File: src/rtl/ex_muldiv_if.sv
// EX-stage multiply/divide unit bus: decoded instruction fields and operands in,
// stall/busy status and HI/LO/Result out.
interface ex_muldiv_if;
  logic [5:0]  Op_i;
  logic [5:0]  Funct_i;
  logic [31:0] R1_i;
  logic [31:0] R2_i;
  logic        Flush_i;
  logic        Stall_o;
  logic        Busy_o;
  logic [31:0] HI_o;
  logic [31:0] LO_o;
  logic [31:0] Result_o;

  modport master (
    output Op_i, Funct_i, R1_i, R2_i, Flush_i,
    input  Stall_o, Busy_o, HI_o, LO_o, Result_o
  );

  modport slave (
    input  Op_i, Funct_i, R1_i, R2_i, Flush_i,
    output Stall_o, Busy_o, HI_o, LO_o, Result_o
  );
endinterface

File: src/rtl/ex_muldiv.sv
// Iterative 32-cycle MULT/MULTU/DIV/DIVU unit with HI/LO registers and MFHI/MFLO/MTHI/MTLO.
// Define MULDIV_FAST_MUL_EN for a single-cycle multiplier (divide stays iterative).
module ex_muldiv (
  input logic     clk,
  input logic     rst,
  ex_muldiv_if.slave bus
);
  localparam logic [5:0] F_MFHI  = 6'b010000;
  localparam logic [5:0] F_MTHI  = 6'b010001;
  localparam logic [5:0] F_MFLO  = 6'b010010;
  localparam logic [5:0] F_MTLO  = 6'b010011;
  localparam logic [5:0] F_MULT  = 6'b011000;
  localparam logic [5:0] F_MULTU = 6'b011001;
  localparam logic [5:0] F_DIV   = 6'b011010;
  localparam logic [5:0] F_DIVU  = 6'b011011;

  typedef enum logic [1:0] {IDLE, BUSY, DONE} state_t;

  state_t      state, state_nxt;
  logic [4:0]  cnt;
  logic [63:0] acc;
  logic [31:0] b_r, hi, lo;
  logic        op_div, neg_q, neg_r;

  logic        is_r, dec_mul, dec_div, dec_signed;
  logic        dec_mthi, dec_mtlo, dec_mfhi, dec_mflo, start;
  logic        sign_a, sign_b;
  logic [31:0] a_mag, b_mag;
  logic [32:0] add_sum, div_sh, div_diff;
  logic        div_ge;
  logic [63:0] step_acc, fin;

  always_comb begin
    is_r       = (bus.Op_i == 6'b000000);
    dec_mul    = is_r && (bus.Funct_i == F_MULT || bus.Funct_i == F_MULTU);
    dec_div    = is_r && (bus.Funct_i == F_DIV  || bus.Funct_i == F_DIVU);
    dec_signed = (bus.Funct_i == F_MULT) || (bus.Funct_i == F_DIV);
    dec_mthi   = is_r && (bus.Funct_i == F_MTHI);
    dec_mtlo   = is_r && (bus.Funct_i == F_MTLO);
    dec_mfhi   = is_r && (bus.Funct_i == F_MFHI);
    dec_mflo   = is_r && (bus.Funct_i == F_MFLO);
    sign_a     = dec_signed & bus.R1_i[31];
    sign_b     = dec_signed & bus.R2_i[31];
    a_mag      = sign_a ? -bus.R1_i : bus.R1_i;
    b_mag      = sign_b ? -bus.R2_i : bus.R2_i;
  end

`ifdef MULDIV_FAST_MUL_EN
  logic        fast_mul;
  logic [63:0] fast_mag, fast_prod;
  always_comb begin
    start     = (state == IDLE) && dec_div && !bus.Flush_i;
    fast_mul  = (state == IDLE) && dec_mul && !bus.Flush_i;
    fast_mag  = {32'b0, a_mag} * {32'b0, b_mag};
    fast_prod = (sign_a ^ sign_b) ? -fast_mag : fast_mag;
  end
`else
  always_comb begin
    start = (state == IDLE) && (dec_mul || dec_div) && !bus.Flush_i;
  end
`endif

  // acc holds {partial product} for multiply, {remainder, quotient-in-progress} for divide
  always_comb begin
    add_sum  = {1'b0, acc[63:32]} + (acc[0] ? {1'b0, b_r} : 33'd0);
    div_sh   = {acc[63:32], acc[31]};
    div_ge   = (div_sh >= {1'b0, b_r});
    div_diff = div_sh - {1'b0, b_r};
    if (op_div)
      step_acc = div_ge ? {div_diff[31:0], acc[30:0], 1'b1}
                        : {div_sh[31:0],   acc[30:0], 1'b0};
    else
      step_acc = {add_sum, acc[31:1]};
    if (op_div) begin
      fin[63:32] = neg_r ? -step_acc[63:32] : step_acc[63:32];
      fin[31:0]  = neg_q ? -step_acc[31:0]  : step_acc[31:0];
    end else begin
      fin = neg_q ? -step_acc : step_acc;
    end
  end

  always_ff @(posedge clk) begin
    if (rst) state <= IDLE;
    else     state <= state_nxt;
  end

  always_comb begin
    state_nxt = state;
    case (state)
      IDLE:    if (start) state_nxt = BUSY;
      BUSY:    if (bus.Flush_i) state_nxt = IDLE;
               else if (cnt == 5'd31) state_nxt = DONE;
      DONE:    state_nxt = IDLE;
      default: state_nxt = IDLE;
    endcase
  end

  always_comb begin
    bus.Stall_o  = !bus.Flush_i && (start || state == BUSY);
    bus.Busy_o   = (state != IDLE);
    bus.HI_o     = hi;
    bus.LO_o     = lo;
    bus.Result_o = dec_mfhi ? hi : (dec_mflo ? lo : 32'b0);
  end

  always_ff @(posedge clk) begin
    if (rst) begin
      cnt    <= '0;
      acc    <= '0;
      b_r    <= '0;
      op_div <= 1'b0;
      neg_q  <= 1'b0;
      neg_r  <= 1'b0;
      hi     <= '0;
      lo     <= '0;
    end else begin
      case (state)
        IDLE: if (!bus.Flush_i) begin
          if (start) begin
            acc    <= {32'b0, a_mag};
            b_r    <= b_mag;
            op_div <= dec_div;
            neg_q  <= sign_a ^ sign_b;
            neg_r  <= sign_a;
            cnt    <= '0;
          end
`ifdef MULDIV_FAST_MUL_EN
          if (fast_mul) begin
            hi <= fast_prod[63:32];
            lo <= fast_prod[31:0];
          end
`endif
          if (dec_mthi) hi <= bus.R1_i;
          if (dec_mtlo) lo <= bus.R1_i;
        end
        BUSY: if (!bus.Flush_i) begin
          acc <= step_acc;
          cnt <= cnt + 5'd1;
          if (cnt == 5'd31) begin
            hi <= fin[63:32];
            lo <= fin[31:0];
          end
        end
        default: ;
      endcase
    end
  end
endmodule

File: src/flat_wrapper.sv
// flat-port wrapper written by rule: the top's interface ports become plain ports
module ex_muldiv_flat 
  (clk, rst, bus_Op_i, bus_Funct_i, bus_R1_i, bus_R2_i, bus_Flush_i, bus_Stall_o, bus_Busy_o, bus_HI_o, bus_LO_o, bus_Result_o);
  ex_muldiv_if bus_i ();
  input logic clk;
  input logic rst;
  input wire logic [$bits(bus_i.Op_i)-1:0] bus_Op_i;
  input wire logic [$bits(bus_i.Funct_i)-1:0] bus_Funct_i;
  input wire logic [$bits(bus_i.R1_i)-1:0] bus_R1_i;
  input wire logic [$bits(bus_i.R2_i)-1:0] bus_R2_i;
  input wire logic [$bits(bus_i.Flush_i)-1:0] bus_Flush_i;
  output wire logic [$bits(bus_i.Stall_o)-1:0] bus_Stall_o;
  output wire logic [$bits(bus_i.Busy_o)-1:0] bus_Busy_o;
  output wire logic [$bits(bus_i.HI_o)-1:0] bus_HI_o;
  output wire logic [$bits(bus_i.LO_o)-1:0] bus_LO_o;
  output wire logic [$bits(bus_i.Result_o)-1:0] bus_Result_o;
  assign bus_i.Op_i = bus_Op_i;
  assign bus_i.Funct_i = bus_Funct_i;
  assign bus_i.R1_i = bus_R1_i;
  assign bus_i.R2_i = bus_R2_i;
  assign bus_i.Flush_i = bus_Flush_i;
  assign bus_Stall_o = bus_i.Stall_o;
  assign bus_Busy_o = bus_i.Busy_o;
  assign bus_HI_o = bus_i.HI_o;
  assign bus_LO_o = bus_i.LO_o;
  assign bus_Result_o = bus_i.Result_o;
  ex_muldiv u_core (.clk(clk), .rst(rst), .bus(bus_i));
endmodule
File: config.mk
export PLATFORM = sky130hd
export DESIGN_NAME = ex_muldiv_flat
export DESIGN_NICKNAME = d
export VERILOG_FILES = /design/src/rtl/ex_muldiv_if.sv /design/src/rtl/ex_muldiv.sv /design/src/flat_wrapper.sv
export SDC_FILE = /design/constraint.sdc
export NUM_CORES = 1
export LEC_CHECK = 0
export CAP_MARGIN = 10
export CORE_MARGIN = 2
export CORE_UTILIZATION = 27
export CTS_CLUSTER_SIZE = 16
export DETAILED_ROUTE_END_ITERATION = 7
export PLACE_DENSITY = 0.55
export SLEW_MARGIN = 15
export SYNTH_ARGS = -nofsm -noshare
export SYNTH_HDL_FRONTEND = slang
export SYNTH_SLANG_ARGS = --single-unit
File: constraint.sdc
create_clock -name clk -period 4.25 [get_ports clk]
set_clock_uncertainty 0.05 [all_clocks]
set_input_delay 1.275 -clock clk [delete_from_list [all_inputs] [get_ports clk]]
set_output_delay 1.275 -clock clk [all_outputs]
set_load 0.01 [all_outputs]
==> results.json <==
{
  "status": "complete, no violations",
  "crit_chain": "inv_4 -> buf_6 -> fa_2 -> a21o_1 -> a221oi_2 -> buf_4 -> xor2_4 -> nand2_2 -> a211oi_2 -> a211oi_2 -> a311o_1 -> or4_4 -> a22oi_2 -> nand4b_4 -> a2111oi_4 -> nor2_2 -> a31oi_1",
  "cpMostUsedCell": "a211oi_2",
  "clock_path_buffers": 2,
  "hold_start": "u_core.cnt[4]",
  "drtIter0Drc": 1709,
  "root_buffer": "clkbuf_16",
  "ys_ff_latch": 170,
  "fin_cells": 3574,
  "synthDominantCellAreaShare": 0.2188,
  "max_slew_margin": 0.3891,
  "grt_pass1_vias": 18510,
  "timing.final.max_slew_violations": 0,
  "r2r_start": "u_core.b_r[1]",
  "clk_pin_slew_ps": 90,
  "place_inst": 3492,
  "yosys-top-cells-count": "nor2_1, nand2_1, a21oi_1",
  "drv_cap": 0,
  "route.detailed.drc": 0,
  "synth_edf_count": 0,
  "pwr-share-clk": 0.465,
  "leakage_uw": 0.009837,
  "worst_path_max_delay_cell": "or4_4",
  "period_share": 0.9936,
  "die_h_um": 244.0,
  "wl_per_cell_um": 20.84,
  "overflow": 0,
  "place_congestion": 1.019,
  "layout-drive-gt1-share": 0.3056,
  "peakVddDrop_v": 0.0003343,
  "setup_viol": 0,
  "p_int_uw": 2552,
  "cp-startpoint": "u_core.b_r[1]",
  "yosysUniqueCellTypes": 85,
  "coreArea_um2": 56710,
  "postSynth.asyncResetShare": 0,
  "clock_latency_ps": 510,
  "combPwrFrac": 0.094,
  "p_sw_uw": 1053,
  "synth_area_um2": 15550,
  "period_minus_slack_ps": 4223,
  "synth-warning-count": 0,
  "crit_path_max_fanout": 3,
  "cts_tree": "built",
  "required_ps": 4640,
  "yosys-top-cells-area": "dfxtp_1, nor2_1, a21oi_1, ha_1, nand2_1",
  "regArea_um2": 3422,
  "final_nets": 2955,
  "slowest_delay_ps": 500,
  "start_util": 0.2743,
  "fmax_ghz": 0.2368,
  "antenna_found_initial": 0,
  "wirelength_um": 74490,
  "clock-sinks": 170,
  "critPathBufInv": 3,
  "rsz0062_at_grt": "true",
  "ctsHtreeMaxLevel": 4,
  "cp-end-kind": "flop",
  "die_x_um": 244.0,
  "area_delta_synth_final_pct": 53.17,
  "dr_total_vias": 19340,
  "worst_pin_slew_ps": 914.1,
  "drt-vias-per-instance": 5.410,
  "multi_input_area_um2": 12530,
  "syn_inst": 2184,
  "power.density_nw_per_um2": 151.3,
  "grt_max_degree": 69,
  "design.die.area_um2": 59540,
  "ys_seq_area_frac": 0.2188,
  "port_buffers": 176,
  "report.final.hold_viol_count": 0,
  "avgSynthCellArea_um2": 7.122,
  "dpl.hpwl_um": 58220,
  "cp.arrival_ps": 4610,
  "crit_family": "compound AO/OA/AOI/OAI gates",
  "synth.most_common_cell": "nor2_1",
  "grt.total_usage": 0.2428,
  "grt_pass1_wl_um": 112400,
  "switching_share": 0.2921,
  "fillers": 5758,
  "startpoint_type": "flop",
  "p_seq_frac": 0.441,
  "ant_nets": 0,
  "setup_tns_ps": 0,
  "synth_top_cell_by_area": "dfxtp_1",
  "hold_buffers": 0,
  "ios": 177,
  "hp-class": "reg2reg",
  "crit_type": "reg2reg",
  "ys.flop_type": "dfxtp_1",
  "syn-num-nets": 2335,
  "numCtsBuffers": 17,
  "drt_first_pass_iters": 8,
  "row_count": 87
}
-- sequential cells by signal (all words and copies together), names as in the netlist --
register / cells
u_core.bus.LO_o: 32
u_core.bus.HI_o: 32
u_core.neg_q: 1
u_core.op_div: 1
u_core.state: 2
u_core.acc: 64
u_core.cnt: 5
u_core.neg_r: 1
u_core.b_r: 32
-- worst register-to-register path, cell delays in order, from the launching register on --
cell       delay [ps]
dfxtp_4           400
inv_4              40
buf_6             110
fa_2              380
a21o_1            240
a221oi_2          220
buf_4             190
xor2_4            200
nand2_2           110
a211oi_2          230
a211oi_2           70
a311o_1           370
or4_4             500
a22oi_2           270
nand4b_4          190
a2111oi_4         350
nor2_2            100
a31oi_1           140
-- cell families after synthesis --
| logic type | share of synthesized area |
|---|---|
| buffers and inverters | 0.05172 |
| AOI/OAI and AO/OA | 0.2857 |
| and+or+nand+nor | 0.2531 |
| DFF | 0.2188 |
| xor gates and xnor gates | 0.08447 |
| adders and majority gates | 0.05889 |
| muxes | 0.04738 |
-- power groups by stage --
stage / Sequential (uW) / Clock [uW] / Combinational [uW]
after floorplan: 1630 / 0 / 116
after global placement: 1630 / 0 / 321
after detailed placement: 1630 / 0 / 322
after CTS: 1590 / 1710 / 329
after global routing: 1590 / 1770 / 357
final: 1590 / 1680 / 338
-- timing repair --
action / CTS / global route
pin swaps: 34 / 98
setup endpoints to repair: 59 / 61
setup buffers: 22 / 26
gates resized for setup: 210 / 192
gates cloned: 1 / 2
-- placed cells by master (no fill, tap or decap), drive strengths merged, types with 9 or more instances in the layout --
cell type,synthesis,routed
a211oi,62,62
a21oi,189,189
or3,27,27
a311oi,19,19
o31ai,17,17
xor2,75,75
nand4,28,28
a21o,24,24
a31oi,47,47
o21ai,156,156
dfxtp,170,170
nor3b,14,14
nand2,231,231
xnor2,75,75
a22o,19,19
nor2,255,255
buf,37,595
clkdlybuf4s50,0,133
a211o,11,11
nor4,21,21
o22ai,9,9
inv,65,72
o21a,16,16
mux2i,68,68
and3,13,13
nor2b,10,10
o211ai,39,39
o21bai,9,9
clkbuf,101,21
nand3,63,63
ha,70,70
and2,44,44
nor3,67,67
nand2b,17,17
-- cell type report --
type	instances	area share
inverter	66	0.01061
tap	756	0.03970
clock inverter	14	0.007037
multi-input combinational	1810	0.5261
sequential	170	0.1436
antenna	1	0.0001050
clock buffer	18	0.01843
timing repair buffer	739	0.2543
-- stage by stage --
| step | hold slack [ps] | cell area (um2) | utilization | total power, uW | setup WS, ps |
|---|---|---|---|---|---|
| after detailed placement | 406.4 | 21740 | 0.3834 | 1951 | -621.4 |
| after CTS | 416.8 | 22770 | 0.4014 | 3633 | -24.90 |
| after global placement | 393.2 | 21740 | 0.3834 | 1950 | -567.7 |
| after global routing | 436.5 | 23820 | 0.4200 | 3712 | -152.0 |
| final | 414.0 | 23820 | 0.4201 | 3605 | 27.32 |
| after floorplan | 386.2 | 15550 | - | 1745 | 48.71 |
-- worst paths after layout --
kind / to / slack [ps] / cells past startpoint
min reg2reg: u_core.cnt[4] / 410 / 2
max: u_core.bus.HI_o[23] / 30 / 17
min: u_core.cnt[4] / 410 / 2
max reg2reg: u_core.bus.HI_o[23] / 30 / 17
-- routing by layer --
metal  part of all wire  vias to the layer above  track usage
li1                   -                     9207            -
met1               0.46                     9302       0.3368
met2               0.46                      725       0.3901
met4              0.025                        0      0.07281
met3              0.064                      103      0.03227
met5                  0                        -            0
Power figures use the tool's default switching activity.
